$ cat config.mk
export PLATFORM = sky130hd
export DESIGN_NAME = mips_cpu_harvard_core_flat
export DESIGN_NICKNAME = d
export VERILOG_FILES = /design/src/rtl/mips_cpu_harvard_core_if.sv /design/src/rtl/mips_cpu_harvard_core.sv /design/src/flat_wrapper.sv
export SDC_FILE = /design/constraint.sdc
export NUM_CORES = 2
export LEC_CHECK = 0
export ABC_AREA = 1
export CORE_MARGIN = 8
export CORE_UTILIZATION = 25
export DETAILED_ROUTE_END_ITERATION = 10
export HOLD_SLACK_MARGIN = 0.12
export PLACE_DENSITY = 0.42
export SYNTH_ARGS = -nofsm -noshare
export SYNTH_HDL_FRONTEND = slang
export SYNTH_SLANG_ARGS = --single-unit
$ cat constraint.sdc
create_clock -name clk -period 16.1 [get_ports clk]
set_clock_uncertainty 0.05 [all_clocks]
set_input_delay 3.22 -clock clk [delete_from_list [all_inputs] [get_ports clk]]
set_output_delay 3.22 -clock clk [all_outputs]
set_load 0.02 [all_outputs]
$ cat src/rtl/mips_cpu_harvard_core_if.sv
// Harvard memory bus between the CPU core and its external instruction and data memories.
// Both memories respond combinationally to the addresses the core presents.
interface mips_cpu_harvard_core_if;
  logic [31:0] instr_address;
  logic [31:0] instr_readdata;
  logic [31:0] data_address;
  logic        data_write;
  logic        data_read;
  logic [31:0] data_writedata;
  logic [31:0] data_readdata;

  modport master (
    output instr_address, data_address, data_write, data_read, data_writedata,
    input  instr_readdata, data_readdata
  );

  modport slave (
    input  instr_address, data_address, data_write, data_read, data_writedata,
    output instr_readdata, data_readdata
  );
endinterface

$ cat src/rtl/mips_cpu_harvard_core.sv
// Single-cycle MIPS-I subset core: PC, 32x32 register file, decode, ALU, one-slot delayed branches.
// Define CLK_ENABLE_EN to gate all state updates and memory strobes with clk_enable.
module mips_cpu_harvard_core #(
  parameter logic [31:0] RESET_VECTOR = 32'hBFC00000
) (
  input  logic                           clk,
  input  logic                           reset,
  input  logic                           clk_enable,
  output logic                           active,
  output logic [31:0]                    register_v0,
  mips_cpu_harvard_core_if.master        mem
);

  localparam logic [5:0] OP_RTYPE = 6'h00, OP_J = 6'h02, OP_JAL = 6'h03, OP_BEQ = 6'h04,
                         OP_BNE = 6'h05, OP_ADDIU = 6'h09, OP_SLTI = 6'h0A, OP_SLTIU = 6'h0B,
                         OP_ANDI = 6'h0C, OP_ORI = 6'h0D, OP_XORI = 6'h0E, OP_LUI = 6'h0F,
                         OP_LW = 6'h23, OP_SW = 6'h2B;
  localparam logic [5:0] F_SLL = 6'h00, F_SRL = 6'h02, F_JR = 6'h08, F_ADDU = 6'h21,
                         F_SUBU = 6'h23, F_AND = 6'h24, F_OR = 6'h25, F_XOR = 6'h26,
                         F_SLT = 6'h2A, F_SLTU = 6'h2B;

  logic [31:0] pc;
  logic [31:0] regs [32];
  logic        br_pend;
  logic [31:0] br_tgt;
  logic        halt_pend;

  logic        adv;
  logic        run;

`ifdef CLK_ENABLE_EN
  assign adv = clk_enable;
`else
  logic unused_clk_enable;
  assign unused_clk_enable = clk_enable;
  assign adv = 1'b1;
`endif
  assign run = active & adv;

  logic [31:0] instr;
  logic [5:0]  op, funct;
  logic [4:0]  rs, rt, rd, shamt;
  logic [15:0] imm;
  logic [31:0] simm, zimm, rs_val, rt_val, pc4, jtgt, btgt, addr;

  assign instr  = mem.instr_readdata;
  assign op     = instr[31:26];
  assign rs     = instr[25:21];
  assign rt     = instr[20:16];
  assign rd     = instr[15:11];
  assign shamt  = instr[10:6];
  assign funct  = instr[5:0];
  assign imm    = instr[15:0];
  assign simm   = {{16{imm[15]}}, imm};
  assign zimm   = {16'd0, imm};
  assign rs_val = (rs == 5'd0) ? 32'd0 : regs[rs];
  assign rt_val = (rt == 5'd0) ? 32'd0 : regs[rt];
  assign pc4    = pc + 32'd4;
  assign jtgt   = {pc4[31:28], instr[25:0], 2'b00};
  assign btgt   = pc4 + {simm[29:0], 2'b00};
  assign addr   = rs_val + simm;

  logic        wen, is_lw, is_sw, take, halt_now;
  logic [4:0]  waddr;
  logic [31:0] wdata, tgt;

  always_comb begin
    wen      = 1'b0;
    waddr    = rd;
    wdata    = 32'd0;
    is_lw    = 1'b0;
    is_sw    = 1'b0;
    take     = 1'b0;
    tgt      = btgt;
    halt_now = 1'b0;
    case (op)
      OP_RTYPE: begin
        case (funct)
          F_ADDU: begin wen = 1'b1; wdata = rs_val + rt_val; end
          F_SUBU: begin wen = 1'b1; wdata = rs_val - rt_val; end
          F_AND:  begin wen = 1'b1; wdata = rs_val & rt_val; end
          F_OR:   begin wen = 1'b1; wdata = rs_val | rt_val; end
          F_XOR:  begin wen = 1'b1; wdata = rs_val ^ rt_val; end
          F_SLT:  begin wen = 1'b1; wdata = {31'd0, $signed(rs_val) < $signed(rt_val)}; end
          F_SLTU: begin wen = 1'b1; wdata = {31'd0, rs_val < rt_val}; end
          F_SLL:  begin wen = 1'b1; wdata = rt_val << shamt; end
          F_SRL:  begin wen = 1'b1; wdata = rt_val >> shamt; end
          F_JR: begin
            take     = 1'b1;
            tgt      = rs_val;
            halt_now = (rs_val == 32'd0);
          end
          default: ;
        endcase
      end
      OP_J:   begin take = 1'b1; tgt = jtgt; end
      OP_JAL: begin
        take  = 1'b1;
        tgt   = jtgt;
        wen   = 1'b1;
        waddr = 5'd31;
        wdata = pc + 32'd8;
      end
      OP_BEQ:   take = (rs_val == rt_val);
      OP_BNE:   take = (rs_val != rt_val);
      OP_ADDIU: begin wen = 1'b1; waddr = rt; wdata = rs_val + simm; end
      OP_SLTI:  begin wen = 1'b1; waddr = rt; wdata = {31'd0, $signed(rs_val) < $signed(simm)}; end
      OP_SLTIU: begin wen = 1'b1; waddr = rt; wdata = {31'd0, rs_val < simm}; end
      OP_ANDI:  begin wen = 1'b1; waddr = rt; wdata = rs_val & zimm; end
      OP_ORI:   begin wen = 1'b1; waddr = rt; wdata = rs_val | zimm; end
      OP_XORI:  begin wen = 1'b1; waddr = rt; wdata = rs_val ^ zimm; end
      OP_LUI:   begin wen = 1'b1; waddr = rt; wdata = {imm, 16'd0}; end
      OP_LW: begin
        wen   = 1'b1;
        waddr = rt;
        wdata = mem.data_readdata;
        is_lw = 1'b1;
      end
      OP_SW:    is_sw = 1'b1;
      default: ;
    endcase
  end

  // A taken branch is remembered for one instruction so its delay slot runs first.
  always_ff @(posedge clk) begin
    if (reset) begin
      pc        <= RESET_VECTOR;
      br_pend   <= 1'b0;
      br_tgt    <= 32'd0;
      halt_pend <= 1'b0;
      active    <= 1'b1;
    end else if (run) begin
      pc        <= br_pend ? br_tgt : pc4;
      br_pend   <= take;
      br_tgt    <= tgt;
      halt_pend <= halt_now;
      if (halt_pend) active <= 1'b0;
    end
  end

  always_ff @(posedge clk) begin
    if (reset) begin
      for (int i = 0; i < 32; i++) regs[i] <= 32'd0;
    end else if (run && wen && (waddr != 5'd0)) begin
      regs[waddr] <= wdata;
    end
  end

  assign register_v0        = regs[2];
  assign mem.instr_address  = pc;
  assign mem.data_address   = (is_lw || is_sw) ? addr : 32'd0;
  assign mem.data_write     = run & is_sw;
  assign mem.data_read      = run & is_lw;
  assign mem.data_writedata = is_sw ? rt_val : 32'd0;

endmodule

$ cat src/flat_wrapper.sv
// flat-port wrapper written by rule: the top's interface ports become plain ports
module mips_cpu_harvard_core_flat 
#(
  parameter logic [31:0] RESET_VECTOR = 32'hBFC00000
)
  (clk, reset, clk_enable, active, register_v0, mem_instr_address, mem_data_address, mem_data_write, mem_data_read, mem_data_writedata, mem_instr_readdata, mem_data_readdata);
  mips_cpu_harvard_core_if mem_i ();
  input  logic clk;
  input  logic reset;
  input  logic clk_enable;
  output logic active;
  output logic [31:0] register_v0;
  output wire logic [$bits(mem_i.instr_address)-1:0] mem_instr_address;
  output wire logic [$bits(mem_i.data_address)-1:0] mem_data_address;
  output wire logic [$bits(mem_i.data_write)-1:0] mem_data_write;
  output wire logic [$bits(mem_i.data_read)-1:0] mem_data_read;
  output wire logic [$bits(mem_i.data_writedata)-1:0] mem_data_writedata;
  input wire logic [$bits(mem_i.instr_readdata)-1:0] mem_instr_readdata;
  input wire logic [$bits(mem_i.data_readdata)-1:0] mem_data_readdata;
  assign mem_instr_address = mem_i.instr_address;
  assign mem_data_address = mem_i.data_address;
  assign mem_data_write = mem_i.data_write;
  assign mem_data_read = mem_i.data_read;
  assign mem_data_writedata = mem_i.data_writedata;
  assign mem_i.instr_readdata = mem_instr_readdata;
  assign mem_i.data_readdata = mem_data_readdata;
  mips_cpu_harvard_core #(.RESET_VECTOR(RESET_VECTOR)) u_core (.clk(clk), .reset(reset), .clk_enable(clk_enable), .active(active), .register_v0(register_v0), .mem(mem_i));
endmodule
[After elaboration in Yosys (flattened, before gate mapping)]
Memories as Yosys holds them, arrays and structs flattened.
Cells that the tools add are included.
W data, S select, Z words.
Operators by class
  order comparisons: 4
  eq/ne operators: 24
  reductions and logical operators: 14
  muxes and demuxes: 28
  add/sub/neg operators: 6
  shifts and indexed selects: 2
  multipliers: 0
  bitwise operators: 8
  divide/modulo/power cells: 0
Operator list (count)
  $pmux W32 S10: 1
  $pmux W32 S9: 1
  $mux W32: 7
  $add A32 B32 Y32: 3
  $lt A32 B32 Y1: 3
  $pmux W32 S2: 1
  $eq A6 B6 Y1 const B: 9
  $eq A6 B4 Y1 const B: 8
  $add A32 B3 Y32 const B: 1
  $add A32 B4 Y32 const B: 1
  $and A32 B16 Y32: 1
  $and A32 B32 Y32: 1
  $eq A32 B32 Y1: 1
  $logic_not A32 Y1: 1
  $lt A32 B16 Y1: 1
  $ne A32 B32 Y1: 1
  $or A32 B16 Y32: 1
  $or A32 B32 Y32: 1
  $reduce_or A32 Y1: 1
  $shl A32 B5 Y32: 1
  $shr A32 B5 Y32: 1
  $sub A32 B32 Y32: 1
  $xor A32 B16 Y32: 1
  $xor A32 B32 Y32: 1
  other kinds (16): 37
Storage, ports and cells
  memories kept: 1
  ROM bits: 0
  input bits: 67
  output and inout bits: 131
  bits in latches: 0
  logic and storage cells: 92
  flip-flop bits (word level): 67
  bits in writable memories: 1024
Memories
  u_core.regs: depth 32, bits a word 32, read ports 3, clocked after Yosys merged registers in 0, wr ports 32, line mips_cpu_harvard_core.sv:23  | logic [31:0] regs [32];

[Depth between registers and ports, before layout]
  depth in word-level cells: 11
  mapped depth: 42
  depth with buffers taken out: 34

[Worst setup path before layout]
No wires, ideal clock.
  path kind: input to output
  from: input mem_instr_readdata[21]
  to: output mem_data_address[18]
  cell stages on the path: 32
  setup slack: 5.599 ns
  data required time: 12.830 ns
  buffers on the path: 7
  data arrival time: 7.231 ns
  cell sequence: buf_6 inv_4 buf_12 buf_6 buf_2 buf_2 clkbuf_1 clkbuf_1 nand2_1 a32o_1 a21oi_1 o21ai_0 nand3_1 nand3_1 inv_1 ha_1 inv_1 fa_1 nor2_1 o21ai_0 nand2_2 nand2_1 nand2_1 nand2_1 nand2_2 nand2_1 nand2_2 inv_1 o21ai_1 or2_2 nand2_1 nor2_1
On the way
  word-level cells in the longest chain between the ends: 4
  elaborated cells between the ends (all ways): 5
  those cells by class: add/sub (1); mux (2); reduce/logical (1); memory (1)
Ends and longest elaborated chain
  start, declared: line flat_wrapper.sv:18  | input wire logic [$bits(mem_i.instr_readdata)-1:0] mem_instr_readdata;
  $mem_v2 Z32 W32 or $logic_not A5 Y1 (tied branches)
  $mux W32 *: line mips_cpu_harvard_core.sv:56  | assign rs_val = (rs == 5'd0) ? 32'd0 : regs[rs];
  $add A32 B32 Y32 *: line mips_cpu_harvard_core.sv:61  | assign addr = rs_val + simm;
  $mux W32 *: line mips_cpu_harvard_core.sv:151  | assign mem.data_address = (is_lw || is_sw) ? addr : 32'd0;
  end, declared: line flat_wrapper.sv:14  | output wire logic [$bits(mem_i.data_address)-1:0] mem_data_address;
Every way passes the cells marked *; elsewhere a longest branch is shown, timed or not.

[Worst setup path after layout]
  from: input mem_instr_readdata[22]
  to: output mem_data_address[27]
The elaborated chain is that of the path after synthesis.

==> impl_metrics.tcl <==
set metrics [dict create \
    htreeDepth 4 \
    tns_ps 0 \
    post-place-cells 13900 \
    tightest_slew_ps 1260 \
    worstRegToRegCells 17 \
    initial_core_util_pct 25.1 \
    async_reset_ff_share_pct 0 \
    clockRootBuffer "clkbuf_16" \
    drcViolationCount 0 \
    startpoint_type "input port" \
    core_area_um2 306000 \
    path_clk_slew_ps 70 \
    postRouteWirelength_um 429000 \
    routed_via_density 5.67 \
    syn_area_per_cell_um2 7.53 \
    status "completed" \
    r2r-start "u_core.regs[9][16]" \
    layout.nets 10200 \
    grt.overflow.total 0 \
    first_pass_iters 6 \
    timing.slew.headroom_pct 15.9 \
    crit_end "mem_data_address[27]" \
    fin_util_pct 28.2 \
    grt_pass1_wl_um 587000 \
    synth-seq-cells 1091 \
    wire_per_inst_um 30.3 \
    crit_buf_inv 5 \
    max_cap_viol_count 0 \
    first_global_vias 74100 \
    die_h_um 570 \
    path_depth 20 \
    io_buffer_count 196 \
    cts.repair.resized 0 \
    grt_use_met1_pct 34.8 \
    slowest_stage "buf_4" \
    synth_cell_types 69 \
    cts_buffers 145 \
    clock-sinks 1091 \
    grt_max_degree 134 \
    cp_top_family "buffers and inverters" \
    yosysMostFrequentCell "nand2_1" \
    cts_tree "done" \
    drive_gt1_share_pct 7.12 \
    post-place-ws_ps 3150 \
    slowest_delay_ps 770 \
    multi_input_area_um2 38100 \
    clk_latency_ps 840 \
    ant_nets 0 \
    synth_common_cells "nand2_1, nand3_1, nor2_1, a21oi_1, edfxtp_1" \
    hold_viol 0 \
    grt_use_met2_pct 37.1 \
    crit_start "mem_instr_readdata[22]" \
    synth_ff_type "edfxtp_1" \
    num_rows 203 \
    syn_area_um2 76800 \
    busiest_layer "met2" \
    die_area_um2 325000 \
    post-dp-hpwl_um 281000 \
    syn_inst 10200 \
    placed_cell_area_um2 81700 \
    fin_ws_ps 2930 \
    use_met3_pct 5.37 \
    fillCellCount 33200 \
    drtIter0Drc 12000 \
    arrival_ps 9900 \
    final-seq-area_um2 32100 \
    fmax_mhz 75.9 \
    path_class "in2out" \
    gp_congestion 0.974 \
    netlist.area_leader.share_pct 40.0 \
    fin_crit_sh_pct 81.8 \
    clock_path_buffers 4 \
    track_usage_pct 25.0 \
    final_cells 14200 \
    finalMaxSlewViolations 0 \
    ys_warn_count 0 \
    synth_top_area_cell "edfxtp_1" \
    antenna_found_initial 28 \
    vdd_drop_max_mv 0.0676 \
    die_width_um 570 \
    rsz0062_at_grt "false" \
    cp_max_fo 97 \
    vias 80200 \
    crit_top_cell "nand3_1" \
    cts_hold_buf 0 \
    seq_area_frac_synth_pct 41.8 \
    leakage_uw 0.0325 \
    area_growth_pct 12.1 \
    end_kind "primary output" \
    finalInstanceArea_um2 86100 \
    cellPowerDensity_nw_per_um2 96.8 \
    r2r_slack_ps 9380 \
    finalCriticalPeriod_ps 13170 \
    synth_area_leaders "edfxtp_1, nand2_1, nand3_1" \
    required_ps 12830 \
    worst_r2r_endpoint "u_core.regs[15][20]" \
    ios 198 \
    hold_path.class "reg2reg" \
    setup_viol 0 \
    path_cells "buf_8 -> inv_8 -> buf_4 -> o21ai_0 -> o221ai_1 -> nand3_1 -> nand3_1 -> nand3_1 -> inv_1 -> ha_1 -> o31ai_1 -> nand3_1 -> nand4_1 -> nand2_1 -> o21bai_1 -> nand3_1 -> nand4_1 -> nand2_1 -> nor2_1 -> clkdlybuf4s50_1" \
    postCtsSetupBuffers 0 \
    synth_edf_count 1024 \
]
-- worst min path at each step --
stage	depth (start not counted)	startpoint	slack, ps	endpoint
floorplan	1	u_core.halt_pend	380	u_core.active
global placement	1	u_core.halt_pend	380	u_core.active
detailed placement	1	u_core.halt_pend	400	u_core.active
CTS	2	u_core.br_tgt[4]	390	u_core.mem.instr_address[4]
global route	2	u_core.br_tgt[4]	440	u_core.mem.instr_address[4]
finish	1	u_core.halt_pend	410	u_core.active
-- per-layer routing --
metal | routed length (µm) | up-vias
met5 | 203 | -
met4 | 20300 | 32
met3 | 43000 | 843
met2 | 182000 | 4893
met1 | 183000 | 39600
li1 | - | 34800
-- cell usage in the layout, fill, tap and decap left out, types with 66 or more instances in the layout --
master and n:
a21oi_1 1055, a31oi_1 79, buf_4 218, clkbuf_16 147, clkdlybuf4s50_1 180, dfxtp_1 66, edfxtp_1 1024, ha_1 194
inv_1 595, inv_2 67, nand2_1 2155, nand3_1 1248, nand4_1 80, nor2_1 1145, o211ai_1 125, o21ai_0 712
o221ai_1 178, o22ai_1 90
-- kinds of logic (layout without fill, tap and decap cells) --
logic type | count (synthesis) | after routing | share of synthesized area (%)
buf+inv | 1523 | 1334 | 9.02
flops | 1091 | 1091 | 41.8
xor+xnor | 58 | 58 | 0.661
other cells | 1 | 42 | 0.00488
compound gates | 2479 | 2479 | 18.6
fa+ha+maj | 198 | 198 | 3.26
simple gates | 4848 | 4848 | 26.7
-- area by class of cell --
type | instances | area share (%)
sequential | 1091 | 37.3
clock buffer | 182 | 4.44
inverter | 673 | 3.00
clock inverter | 55 | 0.652
timing repair buffer | 424 | 4.43
tap | 4100 | 5.96
antenna | 10 | 0.0291
multi-input combinational | 7615 | 44.2
-- sequential cells by signal, summed over array words and instances (netlist names) --
| name | count |
|---|---|
| u_core.br_tgt | 32 |
| u_core.mem.instr_address | 32 |
| u_core.active | 1 |
| u_core.br_pend | 1 |
| u_core.halt_pend | 1 |
| u_core.regs | 1024 |
-- power breakdown --
group	leakage [µW]	switching (µW)	internal, µW	total [µW]
Clock	0.00215	1320	1840	3170
Combinational	0.0192	1460	451	1910
Sequential	0.0111	58.1	3200	3260
-- per-stage QoR --
stage | power, µW | hold WS (ps)
finish | 8340 | 413
global route | 8590 | 439
CTS | 8330 | 394
detailed placement | 5170 | 395
global placement | 5170 | 383
floorplan | 4380 | 377
No activity file was read; power rests on OpenSTA's default activity.
